--- config.mk ---
export PLATFORM = sky130hd
export DESIGN_NAME = controle_jogo_flat
export DESIGN_NICKNAME = d
export VERILOG_FILES = /design/src/rtl/controle_jogo_if.sv /design/src/rtl/controle_jogo.sv /design/src/flat_wrapper.sv
export SDC_FILE = /design/constraint.sdc
export NUM_CORES = 1
export LEC_CHECK = 0
export CORE_ASPECT_RATIO = 2
export CORE_UTILIZATION = 55
export DETAILED_ROUTE_END_ITERATION = 12
export GPL_TIMING_DRIVEN = 0
export PLACE_DENSITY = 0.81
export SLEW_MARGIN = 20
export SYNTH_ARGS = -nofsm -noshare
export SYNTH_HDL_FRONTEND = slang
export SYNTH_SLANG_ARGS = --single-unit
--- constraint.sdc ---
create_clock -name clock -period 4.3 [get_ports clock]
set_clock_uncertainty 0.05 [all_clocks]
set_input_delay 1.29 -clock clock [delete_from_list [all_inputs] [get_ports clock]]
set_output_delay 1.29 -clock clock [all_outputs]
set_load 0.02 [all_outputs]
--- src/rtl/controle_jogo_if.sv ---
// Bundle of every non-clock signal of the naval-battle game controller.
// Latency: n/a (wiring only).
// Backpressure: none; strobes are single-cycle and unacknowledged.
//
// master: the controller side. It reads the buttons, switches and map-lookup
//         response, and drives the mode flags, display fields and shot request.
// slave : the board/environment side, which has the opposite directions.
interface controle_jogo_if;
  logic       botao_liga;
  logic       botao_confirma;
  logic [2:0] chaves_mapa;
  logic [2:0] chaves_coluna;
  logic [2:0] chaves_linha;
  logic       resposta_valida;
  logic       acerto;
  logic       ATAQUE;
  logic       PREPARACAO;
  logic       DESLIGADO;
  logic [1:0] contador;
  logic [2:0] coordColuna;
  logic [2:0] coordLinha;
  logic [2:0] mapa;
  logic [2:0] vida;
  logic       disparo;
  logic       vitoria;
  logic       derrota;

  modport master (
    input  botao_liga, botao_confirma, chaves_mapa, chaves_coluna, chaves_linha,
           resposta_valida, acerto,
    output ATAQUE, PREPARACAO, DESLIGADO, contador, coordColuna, coordLinha,
           mapa, vida, disparo, vitoria, derrota
  );

  modport slave (
    output botao_liga, botao_confirma, chaves_mapa, chaves_coluna, chaves_linha,
           resposta_valida, acerto,
    input  ATAQUE, PREPARACAO, DESLIGADO, contador, coordColuna, coordLinha,
           mapa, vida, disparo, vitoria, derrota
  );
endinterface

--- src/rtl/controle_jogo.sv ---
// Game-control front end for the naval-battle board. It debounces the buttons,
// runs the on/prepare/attack flow, scans the display digits and accounts shots.
// Latency: a stable raw press becomes an event after 2 + DEBOUNCE_CICLOS + 1 cycles.
// Backpressure: none. CONSULTA waits indefinitely for resposta_valida.
//
// Ports: clock, reset (async, active-high), bus (controle_jogo_if.master).
module controle_jogo #(
  parameter int DEBOUNCE_CICLOS = 4,
  parameter int DIV_REFRESH     = 50000,
  parameter int VIDA_INICIAL    = 5,
  parameter int NUM_ALVOS       = 3,
  parameter int GRID            = 5
) (
  input  logic clock,
  input  logic reset,
  controle_jogo_if.master bus
);

  localparam int CW = $clog2(DEBOUNCE_CICLOS + 1);
  localparam int DW = (DIV_REFRESH > 1) ? $clog2(DIV_REFRESH) : 1;

  // The mode register is {ATAQUE, PREPARACAO, DESLIGADO}.
  localparam logic [2:0] M_DESL = 3'b001;
  localparam logic [2:0] M_PREP = 3'b010;
  localparam logic [2:0] M_ATQ  = 3'b100;

  typedef enum logic [2:0] {
    S_DESLIGADO, S_PREPARACAO, S_ATAQUE, S_CONSULTA, S_FIM
  } estado_t;

  // ---------------- Button path: sync, debounce, rising-edge event ----------
  // Bit 0 is liga and bit 1 is confirma.
  logic [1:0]    raw, sync1, sync2, deb, deb_q;
  logic [CW-1:0] cnt [2];
  logic          ev_liga, ev_conf;

  assign raw = {bus.botao_confirma, bus.botao_liga};

  always_ff @(posedge clock or posedge reset) begin
    if (reset) begin
      sync1 <= '0;
      sync2 <= '0;
      deb   <= '0;
      deb_q <= '0;
      for (int i = 0; i < 2; i++) cnt[i] <= '0;
    end else begin
      sync1 <= raw;
      sync2 <= sync1;
      deb_q <= deb;
      // The counter tracks consecutive samples that disagree with the accepted
      // level. Any agreeing sample restarts the run, so glitches are dropped.
      for (int i = 0; i < 2; i++) begin
        if (sync2[i] == deb[i]) begin
          cnt[i] <= '0;
        end else if (cnt[i] == CW'(DEBOUNCE_CICLOS - 1)) begin
          deb[i] <= sync2[i];
          cnt[i] <= '0;
        end else begin
          cnt[i] <= cnt[i] + CW'(1);
        end
      end
    end
  end

  assign ev_liga = deb[0] & ~deb_q[0];
  assign ev_conf = deb[1] & ~deb_q[1];

  // ---------------- Digit-scan counter (free-running) ------------------------
  logic [DW-1:0] div;
  logic [1:0]    contador_r;

  always_ff @(posedge clock or posedge reset) begin
    if (reset) begin
      div        <= '0;
      contador_r <= '0;
    end else if (div == DW'(DIV_REFRESH - 1)) begin
      div        <= '0;
      contador_r <= contador_r + 2'd1;
    end else begin
      div <= div + DW'(1);
    end
  end

  // ---------------- Game FSM --------------------------------------------------
  estado_t    estado;
  logic [2:0] modo, vida_r, col_r, lin_r, mapa_r, acertos;
  logic       disparo_r, vit_r, der_r;
  logic       coord_ok;

  assign coord_ok = ({1'b0, bus.chaves_coluna} < 4'(GRID)) &&
                    ({1'b0, bus.chaves_linha}  < 4'(GRID));

  always_ff @(posedge clock or posedge reset) begin
    if (reset) begin
      estado    <= S_DESLIGADO;
      modo      <= M_DESL;
      vida_r    <= '0;
      col_r     <= '0;
      lin_r     <= '0;
      mapa_r    <= '0;
      acertos   <= '0;
      disparo_r <= 1'b0;
      vit_r     <= 1'b0;
      der_r     <= 1'b0;
    end else begin
      disparo_r <= 1'b0;
      // Power-off wins over everything else that happens in the same cycle.
      if (ev_liga && estado != S_DESLIGADO) begin
        estado  <= S_DESLIGADO;
        modo    <= M_DESL;
        vida_r  <= '0;
        col_r   <= '0;
        lin_r   <= '0;
        acertos <= '0;
        vit_r   <= 1'b0;
        der_r   <= 1'b0;
      end else begin
        case (estado)
          S_DESLIGADO: if (ev_liga) begin
            estado <= S_PREPARACAO;
            modo   <= M_PREP;
          end
          S_PREPARACAO: begin
            mapa_r <= bus.chaves_mapa;
            if (ev_conf) begin
              estado  <= S_ATAQUE;
              modo    <= M_ATQ;
              vida_r  <= 3'(VIDA_INICIAL);
              acertos <= '0;
            end
          end
          S_ATAQUE: if (ev_conf && coord_ok) begin
            col_r     <= bus.chaves_coluna;
            lin_r     <= bus.chaves_linha;
            estado    <= S_CONSULTA;
            disparo_r <= 1'b1;
          end
          S_CONSULTA: if (bus.resposta_valida) begin
            if (bus.acerto) begin
              acertos <= acertos + 3'd1;
              if (acertos + 3'd1 == 3'(NUM_ALVOS)) begin
                estado <= S_FIM;
                vit_r  <= 1'b1;
              end else begin
                estado <= S_ATAQUE;
              end
            end else if (vida_r <= 3'd1) begin
              // The last life is gone. vida saturates at zero.
              vida_r <= '0;
              estado <= S_FIM;
              der_r  <= 1'b1;
            end else begin
              vida_r <= vida_r - 3'd1;
              estado <= S_ATAQUE;
            end
          end
          S_FIM: if (ev_conf) begin
            estado  <= S_PREPARACAO;
            modo    <= M_PREP;
            vit_r   <= 1'b0;
            der_r   <= 1'b0;
            vida_r  <= '0;
            acertos <= '0;
          end
          default: begin
            estado <= S_DESLIGADO;
            modo   <= M_DESL;
          end
        endcase
      end
    end
  end

  assign bus.DESLIGADO   = modo[0];
  assign bus.PREPARACAO  = modo[1];
  assign bus.ATAQUE      = modo[2];
  assign bus.contador    = contador_r;
  assign bus.coordColuna = col_r;
  assign bus.coordLinha  = lin_r;
  assign bus.mapa        = mapa_r;
  assign bus.vida        = vida_r;
  assign bus.disparo     = disparo_r;
  assign bus.vitoria     = vit_r;
  assign bus.derrota     = der_r;

endmodule
--- src/flat_wrapper.sv ---
// flat-port wrapper written by rule: the top's interface ports become plain ports
module controle_jogo_flat 
#(
  parameter int DEBOUNCE_CICLOS = 4,
  parameter int DIV_REFRESH     = 50000,
  parameter int VIDA_INICIAL    = 5,
  parameter int NUM_ALVOS       = 3,
  parameter int GRID            = 5
)
  (clock, reset, bus_botao_liga, bus_botao_confirma, bus_chaves_mapa, bus_chaves_coluna, bus_chaves_linha, bus_resposta_valida, bus_acerto, bus_ATAQUE, bus_PREPARACAO, bus_DESLIGADO, bus_contador, bus_coordColuna, bus_coordLinha, bus_mapa, bus_vida, bus_disparo, bus_vitoria, bus_derrota);
  controle_jogo_if bus_i ();
  input  logic clock;
  input  logic reset;
  input wire logic [$bits(bus_i.botao_liga)-1:0] bus_botao_liga;
  input wire logic [$bits(bus_i.botao_confirma)-1:0] bus_botao_confirma;
  input wire logic [$bits(bus_i.chaves_mapa)-1:0] bus_chaves_mapa;
  input wire logic [$bits(bus_i.chaves_coluna)-1:0] bus_chaves_coluna;
  input wire logic [$bits(bus_i.chaves_linha)-1:0] bus_chaves_linha;
  input wire logic [$bits(bus_i.resposta_valida)-1:0] bus_resposta_valida;
  input wire logic [$bits(bus_i.acerto)-1:0] bus_acerto;
  output wire logic [$bits(bus_i.ATAQUE)-1:0] bus_ATAQUE;
  output wire logic [$bits(bus_i.PREPARACAO)-1:0] bus_PREPARACAO;
  output wire logic [$bits(bus_i.DESLIGADO)-1:0] bus_DESLIGADO;
  output wire logic [$bits(bus_i.contador)-1:0] bus_contador;
  output wire logic [$bits(bus_i.coordColuna)-1:0] bus_coordColuna;
  output wire logic [$bits(bus_i.coordLinha)-1:0] bus_coordLinha;
  output wire logic [$bits(bus_i.mapa)-1:0] bus_mapa;
  output wire logic [$bits(bus_i.vida)-1:0] bus_vida;
  output wire logic [$bits(bus_i.disparo)-1:0] bus_disparo;
  output wire logic [$bits(bus_i.vitoria)-1:0] bus_vitoria;
  output wire logic [$bits(bus_i.derrota)-1:0] bus_derrota;
  assign bus_i.botao_liga = bus_botao_liga;
  assign bus_i.botao_confirma = bus_botao_confirma;
  assign bus_i.chaves_mapa = bus_chaves_mapa;
  assign bus_i.chaves_coluna = bus_chaves_coluna;
  assign bus_i.chaves_linha = bus_chaves_linha;
  assign bus_i.resposta_valida = bus_resposta_valida;
  assign bus_i.acerto = bus_acerto;
  assign bus_ATAQUE = bus_i.ATAQUE;
  assign bus_PREPARACAO = bus_i.PREPARACAO;
  assign bus_DESLIGADO = bus_i.DESLIGADO;
  assign bus_contador = bus_i.contador;
  assign bus_coordColuna = bus_i.coordColuna;
  assign bus_coordLinha = bus_i.coordLinha;
  assign bus_mapa = bus_i.mapa;
  assign bus_vida = bus_i.vida;
  assign bus_disparo = bus_i.disparo;
  assign bus_vitoria = bus_i.vitoria;
  assign bus_derrota = bus_i.derrota;
  controle_jogo #(.DEBOUNCE_CICLOS(DEBOUNCE_CICLOS), .DIV_REFRESH(DIV_REFRESH), .VIDA_INICIAL(VIDA_INICIAL), .NUM_ALVOS(NUM_ALVOS), .GRID(GRID)) u_core (.clock(clock), .reset(reset), .bus(bus_i));
endmodule
==> metrics list <==
- Setup_tns: 0 ps
- Once the floorplan was initialized, standard cells occupied 56.7% of the core.
* Later-pin clock latency in the skew report: 320 ps
* Commonest non-fill, non-tap cell in the layout: dfrtp_1
- Critical path depth in cells: 1
- Detailed placer's ending HPWL: 4120 um
* Die width: 51.9 um
* Number of synthesis warnings: 0
- The worst-case IR drop observed on VDD is 0.368 mV.
* Maximum capacitance violations: 0
* Number of global-route vias before repair: 2070
- Crit-path cells: clkdlybuf4s50_1
* Leading cell types in the layout, fill and taps excluded: dfrtp_1 (55), clkdlybuf4s50_1 (34), o21ai_0 (15), nor2_1 (15)
- Crit path largest cell delay: 610 ps
- Static timing analysis puts the maximum clock frequency at 352 MHz.
* Top delay family on crit path: buffers and inverters
- Largest net degree at the start of global routing: 57
- For the worst flop-to-flop path, the logic depth is 4.
- The worst pin sits at a relative slew slack of 55.9%.
- STA classifies the critical path endpoint as an output port.
* Post-synthesis cell count: 252
- The die is 102 um tall.
- Setup violations remaining at the end of the flow were counted as 0.
* Startpoint of the lowest-slack register-to-register path: u_core.deb[1]
- Number of diodes: 0
* R2R Setup Slk: 2150 ps
- Buffers inserted during clock tree synthesis total 5.
- Global Route Usage Sum: 23.7%
- Aggregate global routing overflow: 0
* DR vias: 2099
- TritonCTS built the clock tree.
- During I/O placement, the number of pins put on the boundary was 35.
- At the worst endpoint, the arrival time is 1500 ps.
* Startpoint types: flip-flop
- The run finished with clean final reports.
- After floorplanning, the core was sized to cover 0.00482 sq mm.
- The final hold violation count is 0.
- CTS sink count: 56
- Hold repair after CTS inserted 0 buffers.
- Of the synthesized area, sequential elements account for 51.3%.
- Register bit total from synthesis: 56
- Clock-pin slew was measured on the worst setup and hold paths at 110 ps.
- Final period utilization: 66.0%
* Area added between synthesis and finish: 18.4%
* Share of final-layout standard cells stronger than drive strength 1: 10.5%
- Maximum buffer depth of the clock tree: 2
- Post-CTS sizing: 0
* First-pass GRT wire length: 9160 um
* Remaining antenna violation count: 0
- The min-delay analysis places its worst path in the category flip-flop to flip-flop.
- Worst hold slack across all endpoints: 294 ps
- The floorplan has 36 rows.
* Number of antenna violations at the first check in global routing: 0
- The floorplan step defined a die boundary enclosing 0.00528 sq mm.
* Async set or reset register ratio after synthesis: 100%
- The first routing iteration left 42 violations.
- For this run, design rule violations remaining after detail routing come to 0.
* Root buffer cell: clkbuf_8
- Worst path required time: 2960 ps
- Average size of a mapped cell: 10.9 sq um
- # port buffers: 34
- First-pass iteration count of the detailed router: 4
- Tracing the worst setup path back leads to its startpoint at u_core.modo[0].
* Reg-to-Reg End: u_core.bus.vida[1]
- Class of the most critical setup path: flip-flop to output port
* Pwr/cell area: 573 mW/mm^2
* Crit Path Max Fanout: 3
- Dividing the detail-routed wire length by the instance count gives 16.0 um.
- The worst path in the final design needs a cycle of 2840 ps, including I/O delays and setup.
- Maximum level of the CTS H-tree: 2
- End point of the critical path: bus_DESLIGADO
- Worst slew pin tran: 659 ps
* Vias per Instance: 5.98
* Unrepaired setup endpoints after global routing: false
* Total buffers and inverters traversed by the critical path: 1
* Max-slew violation total from the final report: 0
* Number of synthesized flops with an enable pin: 0
- Leakage power: 1.41 nW
- Layout net count: 315
* Synthesized Nets: 274
- Once the clock tree was built, the setup fixing pass inserted 0 buffers.
* Routed wire length: 5630 um
- Synthesized cell area: 0.00274 sq mm
* Most used flip-flop cell after synthesis: dfrtp_1
* Count of filler cells inserted in the layout: 394
* Netlist cell types: 54
- Routability-driven placement finished with a final weighted congestion of 0.938.
- The slowest stage of the critical path is the clkdlybuf4s50_1 cell.
[sequential cells by signal, summed over array words and instances, names as in the netlist, 2 cells and up]
name and cells:
u_core.sync1 2, u_core.bus.contador 2, u_core.cnt 6, u_core.deb 2, u_core.estado 3, u_core.bus.coordLinha 3
u_core.bus.vida 3, u_core.acertos 3, u_core.sync2 2, u_core.div 16, u_core.modo 3, u_core.bus.coordColuna 3
u_core.deb_q 2, u_core.bus.mapa 3
[area by class of cell]
class | instances | area [sq um] | area share, %
clock inverters | 3 | 21.3 | 0.657
repair buffers | 34 | 340 | 10.5
flip-flops and latches | 56 | 1400 | 43.3
plain buffers | 10 | 47.5 | 1.47
well taps | 57 | 71.3 | 2.20
multi-input cells | 175 | 1240 | 38.4
inverters | 11 | 43.8 | 1.35
clock buffers | 5 | 68.8 | 2.12
[through the flow]
stage / std cells / util, % / cell area, sq um / setup WS (ps) / power, mW
after global routing: 351 / 67.2 / 3240 / 1430 / 1.98
after floorplan: 252 / - / 2740 / 1590 / 1.27
after CTS: 351 / 67.2 / 3240 / 1450 / 1.87
after detailed placement: 343 / 65.3 / 3150 / 1250 / 1.56
final: 351 / 67.2 / 3240 / 1460 / 1.86
after global placement: 343 / 65.3 / 3150 / 627 / 1.54
[how the worst min path moves through the flow]
stage / slack (ps) / endpoint / from / depth (start not counted)
after floorplan: 280 / u_core.sync2[0] / u_core.sync1[0] / 0
after global placement: 280 / u_core.sync2[1] / u_core.sync1[1] / 0
after detailed placement: 290 / u_core.sync2[0] / u_core.sync1[0] / 0
after CTS: 300 / u_core.sync2[0] / u_core.sync1[0] / 0
after global routing: 320 / u_core.sync2[0] / u_core.sync1[0] / 0
final: 290 / u_core.sync2[0] / u_core.sync1[0] / 0
[cell usage after synthesis (3+ instances only)]
cell type | n | area, sq um
o31ai_1 | 3 | 22.5
nor2_1 | 15 | 56.3
buf_2 | 8 | 40.0
nor3b_1 | 6 | 45.0
mux2_2 | 7 | 78.8
xor2_1 | 9 | 78.8
o21ai_0 | 15 | 75.1
nand3_1 | 8 | 40.0
xnor2_1 | 7 | 61.3
inv_1 | 11 | 41.3
nor2b_1 | 8 | 50.1
dfrtp_1 | 55 | 1380
ha_1 | 7 | 87.6
nor3_1 | 6 | 30.0
a22oi_1 | 3 | 22.5
nand4_1 | 3 | 18.8
a21oi_1 | 9 | 45.0
nand2_1 | 10 | 37.5
a22o_1 | 7 | 61.3
a211oi_1 | 3 | 22.5
nand3b_1 | 3 | 22.5
nand2b_1 | 5 | 31.3
and4b_1 | 3 | 30.0
[cell families after synthesis]
kind of cell    after synthesis  share of synthesized area (%)
buf+inv                      21                           3.25
fa+ha+maj                     7                           3.20
mux                           8                           3.25
flops                        56                           51.3
xor+xnor                     16                           5.12
simple gates                 84                           18.7
compound gates               60                           15.2
[routing by layer]
layer | global-route usage (%) | vias up | wire length, um | share of wire, %
met3 | 2.70 | 17 | 141 | 2.5
li1 | - | 994 | - | -
met2 | 41.1 | 52 | 3120 | 55
met4 | 16.2 | 0 | 241 | 4.3
met5 | 0 | - | 0 | 0
met1 | 25.7 | 1036 | 2130 | 38
[power by group]
group	internal [mW]	total (mW)	leakage, nW	switching (mW)
clock network	0.116	0.297	0.0445	0.181
registers	0.652	0.739	0.711	0.0873
logic	0.364	0.819	0.650	0.455
total	1.13	1.86	1.41	0.723
Power figures use the tool's default switching activity.
